## src/rtl/store_buffer_mc.sv

```systemverilog
// Store buffer: one circular queue of committed + speculative stores, byte-merged
// load forwarding, and a dcache drain port.
// Ports: AGU enqueue (enq_*), ROB completion (ins_*), ROB commit/flush,
//   load-queue conflict search (conflict_*), dcache store port (store_*, cache_done_i), status.
// Latency: ins_cmp_o arrives 1 cycle after acceptance. Forwarding and the drain port are combinational.
// Backpressure: enq_full_o comes from registered state only. The drain entry is held until cache_done_i.
// Optional: define STB_COALESCE_EN to merge two same-address committed head entries into one dcache write.
module store_buffer_mc #(
  parameter int PHYS     = 32,
  parameter int ENTRIES  = 8,
  parameter int COMMIT_W = 2,
  parameter int ROB_W    = 5
) (
  input  logic                cpu_clk_i,
  input  logic                cpu_rst_ni,
  input  logic                flush_i,
  input  logic                enq_valid_i,
  input  logic [PHYS-3:0]     enq_address_i,
  input  logic [31:0]         enq_data_i,
  input  logic [3:0]          enq_bm_i,
  input  logic                enq_io_i,
  input  logic [ROB_W-1:0]    enq_rob_i,
  output logic                enq_full_o,
  output logic                ins_cmp_o,
  output logic [ROB_W-1:0]    ins_rob_o,
  input  logic [COMMIT_W-1:0] commit_i,
  input  logic [PHYS-3:0]     conflict_address_i,
  input  logic [3:0]          conflict_bm_i,
  output logic [31:0]         conflict_data_o,
  output logic [3:0]          conflict_bm_o,
  output logic                conflict_res_valid_o,
  output logic                conflict_resolvable_o,
  output logic                store_valid_o,
  output logic [PHYS-3:0]     store_address_o,
  output logic [31:0]         store_data_o,
  output logic [3:0]          store_bm_o,
  output logic                store_io_o,
  input  logic                cache_done_i,
  output logic                empty_o
);

  localparam int AW = PHYS - 2;
  localparam int IW = $clog2(ENTRIES);
  localparam int PW = IW + 1;

  // Pointers carry one extra wrap bit so that full and empty can be told apart.
  logic [PW-1:0] head_q, cmt_q, tail_q;
  logic [AW-1:0] addr_q [ENTRIES];
  logic [31:0]   data_q [ENTRIES];
  logic [3:0]    bm_q   [ENTRIES];
  logic          io_q   [ENTRIES];

  logic             ins_cmp_q;
  logic [ROB_W-1:0] ins_rob_q;

  logic [PW-1:0] used_cnt, spec_cnt, cmt_cnt, commit_cnt, cmt_nxt, head_step;
  logic [IW-1:0] h0, h1, fi;
  logic [PW-1:0] fwd_idx;
  logic          enq_acc, drain_fire, io_hit;

  always_comb begin
    commit_cnt = '0;
    for (int i = 0; i < COMMIT_W; i++) begin
      commit_cnt = commit_cnt + PW'(commit_i[i]);
    end
  end

  assign used_cnt   = tail_q - head_q;
  assign spec_cnt   = tail_q - cmt_q;
  assign cmt_cnt    = cmt_q - head_q;
  assign cmt_nxt    = cmt_q + commit_cnt;
  assign enq_full_o = (used_cnt == PW'(ENTRIES));
  assign empty_o    = (tail_q == head_q);
  assign enq_acc    = enq_valid_i & ~enq_full_o & ~flush_i;
  assign ins_cmp_o  = ins_cmp_q;
  assign ins_rob_o  = ins_rob_q;

  // Drain port: the committed entry at head.
  assign h0            = head_q[IW-1:0];
  assign h1            = h0 + IW'(1);
  assign store_valid_o = (cmt_cnt != '0);
  assign drain_fire    = cache_done_i & store_valid_o;

`ifdef STB_COALESCE_EN
  logic coalesce;
  assign coalesce = (cmt_cnt >= PW'(2)) & ~io_q[h0] & ~io_q[h1] & (addr_q[h0] == addr_q[h1]);
`endif

  always_comb begin
    store_address_o = addr_q[h0];
    store_data_o    = data_q[h0];
    store_bm_o      = bm_q[h0];
    store_io_o      = io_q[h0];
    head_step       = PW'(1);
`ifdef STB_COALESCE_EN
    if (coalesce) begin
      // The younger entry's bytes override the older one's.
      store_bm_o = bm_q[h0] | bm_q[h1];
      for (int b = 0; b < 4; b++) begin
        if (bm_q[h1][b]) store_data_o[8*b +: 8] = data_q[h1][8*b +: 8];
      end
      head_step = PW'(2);
    end
`endif
  end

  // Forwarding: walk from oldest to youngest so that younger bytes overwrite older ones.
  always_comb begin
    conflict_data_o      = '0;
    conflict_bm_o        = '0;
    conflict_res_valid_o = 1'b0;
    io_hit               = 1'b0;
    fwd_idx              = '0;
    fi                   = '0;
    for (int k = 0; k < ENTRIES; k++) begin
      fwd_idx = head_q + PW'(k);
      fi      = fwd_idx[IW-1:0];
      if ((PW'(k) < used_cnt) && (addr_q[fi] == conflict_address_i)) begin
        conflict_res_valid_o = 1'b1;
        if (io_q[fi]) begin
          io_hit = 1'b1;
        end else begin
          for (int b = 0; b < 4; b++) begin
            if (bm_q[fi][b]) begin
              conflict_data_o[8*b +: 8] = data_q[fi][8*b +: 8];
              conflict_bm_o[b]          = 1'b1;
            end
          end
        end
      end
    end
  end

  assign conflict_resolvable_o = conflict_res_valid_o & ~io_hit &
                                 ((conflict_bm_i & ~conflict_bm_o) == 4'h0);

  always_ff @(posedge cpu_clk_i) begin
    if (!cpu_rst_ni) begin
      head_q    <= '0;
      cmt_q     <= '0;
      tail_q    <= '0;
      ins_cmp_q <= 1'b0;
      ins_rob_q <= '0;
    end else begin
      if (drain_fire) head_q <= head_q + head_step;
      cmt_q <= cmt_nxt;
      // Flush drops every speculative entry, including any that commit has not reached.
      if (flush_i)      tail_q <= cmt_nxt;
      else if (enq_acc) tail_q <= tail_q + PW'(1);
      ins_cmp_q <= enq_acc;
      if (enq_acc) ins_rob_q <= enq_rob_i;
    end
  end

  always_ff @(posedge cpu_clk_i) begin
    if (enq_acc) begin
      addr_q[tail_q[IW-1:0]] <= enq_address_i;
      data_q[tail_q[IW-1:0]] <= enq_data_i;
      bm_q[tail_q[IW-1:0]]   <= enq_bm_i;
      io_q[tail_q[IW-1:0]]   <= enq_io_i;
    end
  end

  // The ROB may only retire stores that are actually speculative in the buffer.
  assert property (@(posedge cpu_clk_i) disable iff (!cpu_rst_ni) commit_cnt <= spec_cnt);

endmodule

```

## config.mk

```make
export PLATFORM = sky130hd
export DESIGN_NAME = store_buffer_mc
export DESIGN_NICKNAME = d
export VERILOG_FILES = /design/src/rtl/store_buffer_mc.sv
export SDC_FILE = /design/constraint.sdc
export NUM_CORES = 2
export LEC_CHECK = 0
export CORE_MARGIN = 10
export CORE_UTILIZATION = 60
export CTS_CLUSTER_DIAMETER = 60
export CTS_CLUSTER_SIZE = 16
export DETAILED_ROUTE_END_ITERATION = 10
export PLACE_DENSITY = 0.79
export SLEW_MARGIN = 0
export SYNTH_ARGS = -nofsm -noshare
export SYNTH_HDL_FRONTEND = slang
export SYNTH_SLANG_ARGS = --single-unit
```

## constraint.sdc

```tcl
create_clock -name cpu_clk_i -period 13.3 [get_ports cpu_clk_i]
set_input_delay 2.66 -clock cpu_clk_i [delete_from_list [all_inputs] [get_ports cpu_clk_i]]
set_output_delay 2.66 -clock cpu_clk_i [all_outputs]
set_load 0.05 [all_outputs]
```

==> flow_summary.toml <==
[synth]
async_reset_ff_frac = 0
synthFlopType = "edfxtp_1"
ys_seq_area_frac = 0.341
synthTopCellsByArea = "edfxtp_1 (33%), mux4_2 (29%), mux2i_1 (7.7%)"
synth_top_area_frac = 0.332
synth_fp_nets = 3951
synth_area_sq_um = 48400
synth_edf_count = 536
yosysUniqueCellTypes = 104
ys_ff_latch = 557
post-synth-top-count-cell = "mux4_2"
avgSynthCellArea_sq_um = 12.7
synthCells = 3825
synth_commonest_cells = "mux4_2 (616), edfxtp_1 (536), nand2_1 (463)"
synth_warnings = 0
yosys.area.top_type = "edfxtp_1"

[cts]
post_cts_buffers = 0
cts_tree = "built"
postCtsResizedCells = 0
clk_latency_ps = 670
clk_pin_slew_ps = 70
cts_hold_buf = 0
root_buffer = "clkbuf_16"
cts.sinks = 557
htree_num_levels = 2
numCtsBuffers = 53
clk_path_buf_depth = 3

[floorplan]
die_area_sq_um = 92500
std_cell_rows = 104
core_area_sq_um = 80300
die_h_um = 304
io_pins = 227
start_util = 0.603
die_x_um = 304

[critical_path]
critPathKind = "register to primary output"
r2r_cells = 11
crit_fanout = 70
worstPathArrival_ps = 9100
crit_slowest_cell = "ha_4"
slowest_delay_ps = 1040
required_ps = 10640
worst_setup_path_start_kind = "register"
r2r_end = "addr_q[7][26]$_DFFE_PP_"
crit_chain = "clkinv_1 > ha_4 > buf_12 > mux4_2 > xnor2_1 > nand2_1 > a222oi_1 > nand4_1 > or2_1 > or3_1 > a211o_1 > a311o_1 > a31oi_1 > clkdlybuf4s50_1"
r2r_setup_slack_ps = 7170
critPathLaunch = "head_q[1]$_SDFFE_PN0P_"
reg2reg_from = "head_q[1]$_SDFFE_PN0P_"
cp-end-kind = "primary output"

[placed_design]
gp_congestion = 1.11
dp_hpwl_um = 122000
dp_slack_ps = 2230
io_buffers = 226

[worst_hold_path]
hold_depth = 2
hold_path_end = "ins_rob_o[2]$_SDFFE_PN0P_"
worstHoldPathType = "register to register"
hold_start = "ins_rob_o[2]$_SDFFE_PN0P_"

[status]
status = "finished clean"

[timing]
tns_ps = 0
clock.fmax_mhz = 85.0
finalHoldViolations = 0
worst_slew_pin_slew_ps = 1330
setup_slack_ps = 1540
fin_crit_ps = 11760
clock_skew_ps = 19.9
setup_viol = 0
slew_violations = 0
slew-limit-headroom = 0.108
rsz0062_at_grt = "false"
period_share = 0.884

[detailed_routing]
first_pass_iters = 6
drcViolationCount = 0
num_vias = 39500
postRouteAntennaNets = 0
detail_route.wl_per_cell_um = 35.2
drt-initial-drc-count = 6951
drt_wl_total_um = 175000
via_per_inst = 7.96

[grt]
grt_first_pass_wirelength_um = 254000
met2_usage = 0.518
first_global_vias = 36900
grtUsageMet3 = 0.144
top_usage_layer = "met2"
use_met1 = 0.496
grt_max_degree = 117
globalRoute.totalOverflow = 0
antenna_found_initial = 17
grt_use_total = 0.365

[power]
power.leakage_nw = 16.6
power.density_nw_per_um2 = 194
finalPower_mw = 10.2
ir_drop_mv = 0.180

[job]
cap_violations = 0

[finish]
syn2layout_area_growth_pct = 8.76
nets = 3979
final_layout_size_suffix_gt1_frac = 0.249
[kinds of logic (layout without fill, tap and decap cells)]
family / Yosys count / in the layout / share of synthesized area
adders and majority gates: 13 / 13 / 0.00367
AOI/OAI and AO/OA: 522 / 522 / 0.0790
and+or+nand+nor: 1041 / 1041 / 0.106
muxes: 1110 / 1110 / 0.392
other: 0 / 9 / 0
buffers and inverters: 390 / 459 / 0.0440
DFF: 557 / 557 / 0.341
xor gates and xnor gates: 192 / 192 / 0.0347
[worst max-delay path, delay by kind of cell, from the launching register on]
kind	cells	cell delay [ps]
mux	1	570
simple gates	4	1590
buf+inv	3	2060
compound gates	4	1800
fa+ha+maj	1	1040
flops	1	940
xor+xnor	1	360
[final cells by class]
class | count | area, sq um
antenna | 9 | 22.5
clock buffer | 66 | 1400
clock inverter | 30 | 349
fill | 5795 | 27600
inverter | 62 | 234
multi-input combinational | 2878 | 29900
sequential | 557 | 16500
tap | 1060 | 1330
timing repair buffer | 301 | 2880
[through the flow]
step	cells	utilization	hold slack, ps	instance area (sq um)
floorplan	3825	-	544	48400
global placement	4858	0.634	496	50900
detailed placement	4858	0.634	510	50900
CTS	4954	0.656	527	52600
global route	4957	0.656	572	52700
finish	4963	0.656	524	52700
[flip-flops by register name, summed over array words and instances, names as in the netlist, named ones only]
name	count
data_q	256
addr_q	240
bm_q	32
io_q	8
ins_rob_o	5
cmt_q	4
head_q	4
tail_q	4
ins_cmp_o	1
[how the worst max path moves through the flow]
stage	endpoint	cells after the start
2_1_floorplan	conflict_data_o[24]	11
3_3_place_gp	conflict_data_o[26]	10
3_5_place_dp	conflict_data_o[26]	10
4_1_cts	conflict_data_o[10]	11
5_1_grt	conflict_data_o[10]	11
6_report	conflict_data_o[14]	14
[per-layer routing]
| layer | part of all wire | wire length (um) |
|---|---|---|
| met1 | 0.35 | 61500 |
| met2 | 0.42 | 74100 |
| met3 | 0.17 | 29800 |
| met5 | 0.0011 | 195 |
| met4 | 0.052 | 9030 |
[cell usage in the layout, fill, tap and decap left out, types with 64 or more instances in the layout]
cell / netlist / routed
clkdlybuf4s50_1: 0 / 226
mux4_2: 616 / 616
a21oi_1: 86 / 86
nor2_1: 129 / 121
nand3_1: 65 / 65
buf_4: 49 / 71
o22ai_1: 64 / 64
nand4_1: 64 / 64
xnor2_1: 148 / 146
nand2_1: 463 / 463
mux2_2: 122 / 122
edfxtp_1: 536 / 536
mux2i_1: 371 / 371
[where the power goes]
group / switching [mW] / leakage (nW) / internal (mW)
clock: 0.752 / 0.834 / 0.813
combinational: 3.78 / 10.8 / 2.68
sequential: 0.164 / 5.01 / 2.00
No activity file was read; power rests on OpenSTA's default activity.
